`config.mk`:
```
export PLATFORM = sky130hd
export DESIGN_NAME = text_write_arbiter_flat
export DESIGN_NICKNAME = d
export VERILOG_FILES = /design/src/rtl/text_write_arbiter_if.sv /design/src/rtl/text_write_arbiter.sv /design/src/flat_wrapper.sv
export SDC_FILE = /design/constraint.sdc
export NUM_CORES = 1
export LEC_CHECK = 0
export CAP_MARGIN = 20
export CORE_UTILIZATION = 41
export DETAILED_ROUTE_END_ITERATION = 10
export PLACE_DENSITY = 0.77
export RECOVER_POWER = 25
export SKIP_CTS_REPAIR_TIMING = 1
export SLEW_MARGIN = 20
export SYNTH_ARGS = -nofsm -noshare
export SYNTH_HDL_FRONTEND = slang
export SYNTH_SLANG_ARGS = --single-unit
```
`constraint.sdc`:
```
create_clock -name clk50 -period 3 [get_ports clk50]
set_input_delay 0.6 -clock clk50 [delete_from_list [all_inputs] [get_ports clk50]]
set_output_delay 0.6 -clock clk50 [all_outputs]
set_load 0.05 [all_outputs]
```
`src/rtl/text_write_arbiter_if.sv`:
```
`default_nettype none
// +----------------------------------------------------------------------------+
// | Module   : text_write_arbiter_if                                           |
// | Purpose  : Requester-side bundle for the text-RAM write arbiter. Carries   |
// |            NREQ packed valid/addr/data lanes and the one-hot ready return. |
// | Signals  : req_valid [NREQ]     requester i has a write pending            |
// |            req_addr  [NREQ*AW]  lane i at bits [i*AW +: AW]                |
// |            req_data  [NREQ*DW]  lane i at bits [i*DW +: DW]                |
// |            req_ready [NREQ]     one-hot (or zero) acceptance               |
// | Modports : master (writers), slave (arbiter)                               |
// | Revision : 1.0  initial release                                            |
// +----------------------------------------------------------------------------+
interface text_write_arbiter_if #(
   parameter int NREQ = 3,
   parameter int AW   = 13,
   parameter int DW   = 18
);
   logic [NREQ-1:0]    req_valid;
   logic [NREQ*AW-1:0] req_addr;
   logic [NREQ*DW-1:0] req_data;
   logic [NREQ-1:0]    req_ready;

   modport master (output req_valid, output req_addr, output req_data, input req_ready);
   modport slave  (input req_valid, input req_addr, input req_data, output req_ready);
endinterface
`default_nettype wire

```
`src/rtl/text_write_arbiter.sv`:
```
`default_nettype none
// +----------------------------------------------------------------------------+
// | Module   : text_write_arbiter                                              |
// | Purpose  : Shares the TextGraphic text-RAM write port between NREQ writers |
// |            with round-robin arbitration (one cell write per clock), plus a |
// |            fill engine that paints all CELLS cells with one word while     |
// |            holding exclusive ownership of the port.                        |
// | Ports    : clk50       system clock, rising edge                           |
// |            rst_n       asynchronous active-low reset                       |
// |            req_if      requester bundle (slave side)                       |
// |            fill_start  one-cycle pulse that starts a screen fill           |
// |            fill_data   cell word for the fill, sampled with fill_start     |
// |            fill_busy   fill engine owns the port                           |
// |            fill_done   one-cycle pulse at fill completion                  |
// |            oob_drop    one-cycle pulse: out-of-range request discarded     |
// |            WAddr/WData/Write  registered TextGraphic write port            |
// | Revision : 1.0  initial release                                            |
// +----------------------------------------------------------------------------+
module text_write_arbiter #(
   parameter int NREQ  = 3,
   parameter int AW    = 13,
   parameter int DW    = 18,
   parameter int CELLS = 7320
) (
   input  wire logic              clk50,
   input  wire logic              rst_n,
   text_write_arbiter_if.slave    req_if,
   input  wire logic              fill_start,
   input  wire logic [DW-1:0]     fill_data,
   output logic                   fill_busy,
   output logic                   fill_done,
   output logic                   oob_drop,
   output logic [AW-1:0]          WAddr,
   output logic [DW-1:0]          WData,
   output logic                   Write
);

   localparam int PW = $clog2(NREQ);

   localparam logic [AW-1:0] C_CELLS     = AW'(CELLS);
   localparam logic [AW-1:0] C_LAST_CELL = AW'(CELLS - 1);
   localparam logic [PW-1:0] C_LAST_REQ  = PW'(NREQ - 1);

   // ST_FEND is a one-cycle tail after the last fill write so that Write,
   // fill_busy and the fill_done pulse all change on the same edge.
   localparam logic [1:0] ST_ARB  = 2'd0;
   localparam logic [1:0] ST_FILL = 2'd1;
   localparam logic [1:0] ST_FEND = 2'd2;

   logic [1:0]    state_q, state_d;
   logic [PW-1:0] ptr_q, ptr_d;
   logic [AW-1:0] cnt_q, cnt_d;
   logic [DW-1:0] fword_q, fword_d;
   logic [AW-1:0] waddr_q, waddr_d;
   logic [DW-1:0] wdata_q, wdata_d;
   logic          write_q, write_d;
   logic          busy_q, busy_d;
   logic          done_q, done_d;
   logic          oob_q, oob_d;

   logic [NREQ-1:0] grant_vec;
   logic [PW-1:0]   grant_idx;
   logic            grant_any;
   logic [PW-1:0]   cand;
   logic            accept;
   logic [AW-1:0]   sel_addr;
   logic [DW-1:0]   sel_data;

   // Round-robin search starting at the pointer, wrapping modulo NREQ.
   always_comb begin
      grant_vec = '0;
      grant_idx = '0;
      grant_any = 1'b0;
      cand      = '0;
      for (int k = 0; k < NREQ; k++) begin
         cand = PW'((int'(ptr_q) + k) % NREQ);
         if (!grant_any && req_if.req_valid[cand]) begin
            grant_any       = 1'b1;
            grant_idx       = cand;
            grant_vec[cand] = 1'b1;
         end
      end
   end

   // A pending fill_start takes the port this cycle, so nobody is accepted.
   assign accept           = (state_q == ST_ARB) && !fill_start && grant_any;
   assign req_if.req_ready = accept ? grant_vec : '0;
   assign sel_addr         = req_if.req_addr[int'(grant_idx)*AW +: AW];
   assign sel_data         = req_if.req_data[int'(grant_idx)*DW +: DW];

   always_comb begin
      state_d = state_q;
      ptr_d   = ptr_q;
      cnt_d   = cnt_q;
      fword_d = fword_q;
      waddr_d = waddr_q;
      wdata_d = wdata_q;
      write_d = 1'b0;
      done_d  = 1'b0;
      oob_d   = 1'b0;
      case (state_q)
         ST_ARB: begin
            if (fill_start) begin
               state_d = ST_FILL;
               fword_d = fill_data;
               cnt_d   = '0;
            end else if (accept) begin
               ptr_d = (grant_idx == C_LAST_REQ) ? '0 : grant_idx + PW'(1);
               // Out-of-range requests are consumed but never reach the RAM.
               if (sel_addr < C_CELLS) begin
                  waddr_d = sel_addr;
                  wdata_d = sel_data;
                  write_d = 1'b1;
               end else begin
                  oob_d = 1'b1;
               end
            end
         end
         ST_FILL: begin
            waddr_d = cnt_q;
            wdata_d = fword_q;
            write_d = 1'b1;
            if (cnt_q == C_LAST_CELL) begin
               state_d = ST_FEND;
               cnt_d   = '0;
            end else begin
               cnt_d = cnt_q + AW'(1);
            end
         end
         ST_FEND: begin
            state_d = ST_ARB;
            done_d  = 1'b1;
         end
         default: state_d = ST_ARB;
      endcase
      busy_d = (state_d != ST_ARB);
   end

   always_ff @(posedge clk50 or negedge rst_n) begin
      if (!rst_n) begin
         state_q <= ST_ARB;
         ptr_q   <= '0;
         cnt_q   <= '0;
         fword_q <= '0;
         waddr_q <= '0;
         wdata_q <= '0;
         write_q <= 1'b0;
         busy_q  <= 1'b0;
         done_q  <= 1'b0;
         oob_q   <= 1'b0;
      end else begin
         state_q <= state_d;
         ptr_q   <= ptr_d;
         cnt_q   <= cnt_d;
         fword_q <= fword_d;
         waddr_q <= waddr_d;
         wdata_q <= wdata_d;
         write_q <= write_d;
         busy_q  <= busy_d;
         done_q  <= done_d;
         oob_q   <= oob_d;
      end
   end

   assign WAddr     = waddr_q;
   assign WData     = wdata_q;
   assign Write     = write_q;
   assign fill_busy = busy_q;
   assign fill_done = done_q;
   assign oob_drop  = oob_q;

endmodule
`default_nettype wire

```
`src/flat_wrapper.sv`:
```
// flat-port wrapper written by rule: the top's interface ports become plain ports
module text_write_arbiter_flat 
#(
   parameter int NREQ  = 3,
   parameter int AW    = 13,
   parameter int DW    = 18,
   parameter int CELLS = 7320
)
  (clk50, rst_n, fill_start, fill_data, fill_busy, fill_done, oob_drop, WAddr, WData, Write, req_if_req_valid, req_if_req_addr, req_if_req_data, req_if_req_ready);
  text_write_arbiter_if #(.NREQ(NREQ), .AW(AW), .DW(DW)) req_if_i ();
  input  wire logic clk50;
  input  wire logic rst_n;
  input  wire logic fill_start;
  input  wire logic [DW-1:0] fill_data;
  output logic fill_busy;
  output logic fill_done;
  output logic oob_drop;
  output logic [AW-1:0] WAddr;
  output logic [DW-1:0] WData;
  output logic Write;
  input wire logic [$bits(req_if_i.req_valid)-1:0] req_if_req_valid;
  input wire logic [$bits(req_if_i.req_addr)-1:0] req_if_req_addr;
  input wire logic [$bits(req_if_i.req_data)-1:0] req_if_req_data;
  output wire logic [$bits(req_if_i.req_ready)-1:0] req_if_req_ready;
  assign req_if_i.req_valid = req_if_req_valid;
  assign req_if_i.req_addr = req_if_req_addr;
  assign req_if_i.req_data = req_if_req_data;
  assign req_if_req_ready = req_if_i.req_ready;
  text_write_arbiter #(.NREQ(NREQ), .AW(AW), .DW(DW), .CELLS(CELLS)) u_core (.clk50(clk50), .rst_n(rst_n), .req_if(req_if_i), .fill_start(fill_start), .fill_data(fill_data), .fill_busy(fill_busy), .fill_done(fill_done), .oob_drop(oob_drop), .WAddr(WAddr), .WData(WData), .Write(Write));
endmodule
```
==> implementation parameters <==
Parameter                              Value

Clock network
  CTS clock-pin slew for the worst setup and hold paths ... roughly 0.08 ns
  Clock tree from TritonCTS ... done
  CTS Buf Count ... 9
  Buffer cell driving the clock tree root ... sky130_fd_sc_hd__clkbuf_8
  Buffer depth of the longest clock path ... 2
  # clock sinks ... 70
  CTS H-tree depth ... 3
  Latest clock arrival within the worst-skew pair ... ~0.34 ns

Logic synthesis
  Top-area cell type share of the netlist area ... around two fifths
  Syn_nets ... about 600
  Flip-flop cell with the highest count after synthesis ... sky130_fd_sc_hd__dfrtp_1
  Number of synthesis warnings ... 0
  Yosys reg bits ... 70
  Mean instance size in the synthesized netlist ... around 9.0 sq um
  Post-Synthesis Cell Area ... between 4000 and 5000 sq um
  Number of distinct standard cells referenced by the synthesized netlist ... between 50 and 60
  Fraction of synthesis flops using an asynchronous set or reset pin ... 100%
  Post-synthesis instance total ... 475
  Largest cells by area after synthesis ... sky130_fd_sc_hd__dfrtp_1 41%, sky130_fd_sc_hd__mux2i_1 7.7%, sky130_fd_sc_hd__mux2_2 6.9%
  Count of flip-flops with a built-in enable after synthesis ... 0
  Post-synthesis sequential area ratio ... 41.0%
  Post-synthesis cell type with the largest combined area ... sky130_fd_sc_hd__dfrtp_1

Setup path
  Worst Setup SP ... u_core.ptr_q[0]
  Critical path class ... reg2reg
  Register-to-register setup slack ... -0.17 ns
  End point of the critical path ... u_core.WAddr[11]
  Required time reported for the critical path endpoint ... between 3 and 4 ns
  Largest driver fanout on the critical path ... 8
  Cell depth of the worst flop-to-flop path ... 12
  Reg2Reg Launch Point ... u_core.ptr_q[0]
  Element type at the critical path end ... flop
  Arrival time at the worst endpoint ... about 3.4 ns
  R2r endpoint ... u_core.WAddr[11]
  Startpoint type of the worst setup path ... flop

Finish
  Synth-to-Final Area Change ... 58.8%
  Layout Utilization ... 68.1%
  Fraction of layout cells with a size suffix above 1 ... 21.3%
  Final net count ... 784
  Top library cells by usage in the layout, fill and taps aside ... 148 x sky130_fd_sc_hd__clkdlybuf4s50_1, 68 x sky130_fd_sc_hd__dfrtp_1, 53 x sky130_fd_sc_hd__nand2_1
  Number of inserted diodes ... 0
  Leading cell type in the layout, fill and taps excluded ... sky130_fd_sc_hd__clkdlybuf4s50_1

Die
  Initial core utilization ... ~43%
  Core region area ... around 10000 sq um
  Overall die width ... 104 microns
  Count of pins on the block boundary ... 155
  Floorplan die area ... about 11000 sq um
  Die height ... about 100 microns
  Count of standard-cell rows ... 36

Route
  Wire length per cell after detailed routing ... ~17 microns
  Via/cell ratio ... between 5 and 6
  Post-detailed-route DRC marker count ... 0
  Wirelength, routed ... around 13000 microns
  Number of detailed-routing iterations run before antenna repair ... 5
  DR iter-0 viols ... 190
  Total via count in the routed design ... 4361
  Antenna viol nets, final ... 0

Hold path
  Worst Hold Class ... reg2reg

GRT
  Total congestion overflow ... 0
  Global-route wire length before repair ... between 20000 and 25000 microns
  Number of global-route vias before repair ... 4316
  Aggregate global-route resource usage ... a little under a quarter
  Initial antenna violation count ... 0
  Pin count of the biggest net entering global routing ... 71

STA
  Unrepaired setup endpoints after global routing ... yes
  Worst rel slew slack ... -11.6%
  Setup-failing EPs final ... 35
  Peak Freq ... between 300 and 400 MHz
  Fraction of the cycle the final worst path needs ... 106%
  Clock Skew ... about 0.0088 ns
  Worst slack on hold paths ... between 0.5 and 0.6 ns
  Max-slew violation count ... 71
  Final Hold Fails ... 0
  Minimum clock period ... 3.17 ns
  Setup ws final ... -0.173 ns
  Worst Max-Slew Pin Slew ... around 1.7 ns

Run status
  Violated checks ... max-capacitance violations, max-slew violations, negative setup slack
  Result of the run ... finished with violations

Job
  Number of maximum-capacitance constraint violations ... 1

Power
  Leakage ... between 0.002 and 0.003 uW
  Worst VDD drop ... between 0.5 and 0.6 mV
  Power Dens Cells ... 1020 nW/um^2

Placement
  HPWL after DPL ... around 9600 microns
  Buffers added on ports ... ~150
  Placer's final routability congestion estimate ... between 0.9 and 1
[layer usage]
metal  global-route usage (%)  vias up  wire [microns]
met1                     27.3     2061            5340
met4                     9.90        0             297
met5                        0        -               0
met3                     5.70       27             988
met2                     41.7      198            6710
li1                         -     2075               -
[per-stage QoR]
step | setup TNS, ns | instances | setup WS [ns] | cell area, sq um | total power (uW)
4_1_cts | -4.51 | 790 | -0.350 | 6510 | 6410
3_3_place_gp | -10.93 | 774 | -0.364 | 6290 | 5450
3_5_place_dp | -14.64 | 774 | -0.473 | 6290 | 5550
2_1_floorplan | -3.85 | 475 | -0.216 | 4310 | 4010
6_report | -4.83 | 800 | -0.173 | 6780 | 6910
5_1_grt | -8.67 | 800 | -0.284 | 6780 | 7290
[critical path: stages (launching register included)]
cell and delay, ns:
sky130_fd_sc_hd__dfrtp_2 0.43, sky130_fd_sc_hd__inv_2 0.07, sky130_fd_sc_hd__ha_4 0.33, sky130_fd_sc_hd__mux2i_4 0.26
sky130_fd_sc_hd__o22a_2 0.26, sky130_fd_sc_hd__buf_6 0.13, sky130_fd_sc_hd__and3_1 0.19, sky130_fd_sc_hd__o21ai_0 0.13
sky130_fd_sc_hd__a21oi_1 0.24, sky130_fd_sc_hd__o31ai_2 0.11, sky130_fd_sc_hd__a211oi_4 0.37, sky130_fd_sc_hd__clkbuf_16 0.23
sky130_fd_sc_hd__mux2_4 0.29
[area by class of cell]
| type | instances | area [sq um] |
|---|---|---|
| sequential | 70 | 1750 |
| tap | 133 | 166 |
| clock inverter | 7 | 96.3 |
| fill | 771 | 3170 |
| timing repair buffer | 207 | 2040 |
| multi-input combinational | 347 | 2500 |
| inverter | 27 | 101 |
| clock buffer | 9 | 124 |
[cell families (layout without fill, tap and decap cells)]
kind of cell / after synthesis / count (layout) / synth area share [%]
simple gates: 144 / 144 / 15.3
mux: 67 / 67 / 16.7
buf+inv: 58 / 250 / 5.57
flops: 70 / 70 / 41.0
fa+ha+maj: 5 / 5 / 1.46
compound gates: 130 / 130 / 19.7
xor+xnor: 1 / 1 / 0.205
[registers in the layout, summed over array words and instances (netlist names)]
register	count
u_core.Write	1
u_core.oob_drop	1
u_core.state_q	2
u_core.fill_done	1
u_core.cnt_q	13
u_core.ptr_q	2
u_core.fword_q	18
u_core.WAddr	13
u_core.fill_busy	1
u_core.WData	18
[synth_stat cells, types with 2 or more instances]
cell                       count
sky130_fd_sc_hd__nand2b_1      2
sky130_fd_sc_hd__a311oi_1     21
sky130_fd_sc_hd__ha_1          5
sky130_fd_sc_hd__o41ai_1       2
sky130_fd_sc_hd__nor2_1       49
sky130_fd_sc_hd__buf_4         2
sky130_fd_sc_hd__dfrtp_1      70
sky130_fd_sc_hd__clkbuf_1     19
sky130_fd_sc_hd__and3_1        6
sky130_fd_sc_hd__nand4b_1      3
sky130_fd_sc_hd__o21a_1        2
sky130_fd_sc_hd__a21oi_1      30
sky130_fd_sc_hd__mux2_1        8
sky130_fd_sc_hd__mux2i_1      33
sky130_fd_sc_hd__a31oi_1       9
sky130_fd_sc_hd__buf_2         4
sky130_fd_sc_hd__nand3b_1      3
sky130_fd_sc_hd__o21ai_0      42
sky130_fd_sc_hd__a21o_1        2
sky130_fd_sc_hd__inv_1        27
sky130_fd_sc_hd__nand3_1      11
sky130_fd_sc_hd__nand2_1      53
sky130_fd_sc_hd__mux2_2       26
sky130_fd_sc_hd__o211ai_1      4
sky130_fd_sc_hd__buf_1         5
sky130_fd_sc_hd__and2_1        2
sky130_fd_sc_hd__nor2b_1       5
sky130_fd_sc_hd__o21ai_1       2
sky130_fd_sc_hd__o31ai_1       3
[power by group]
group / leakage (uW) / total (uW) / internal [uW] / switching [uW]
sequential: 0.000863 / 1510 / 1270 / 239
combinational: 0.00184 / 4560 / 1980 / 2580
clock: 0.000114 / 843 / 471 / 372
[worst min path at each step]
stage	from	endpoint	slack, ns	depth (start not counted)
final	u_core.WAddr[9]	u_core.WAddr[9]	0.51	1
after detailed placement	u_core.WAddr[11]	u_core.WAddr[11]	0.49	1
after CTS	rst_n	u_core.Write	0.39	1
after floorplan	rst_n	u_core.WAddr[0]	0.30	0
after global placement	u_core.WAddr[8]	u_core.WAddr[8]	0.48	1
after global routing	u_core.WAddr[4]	u_core.WAddr[4]	0.52	1
(Power assumes the default switching activity.)
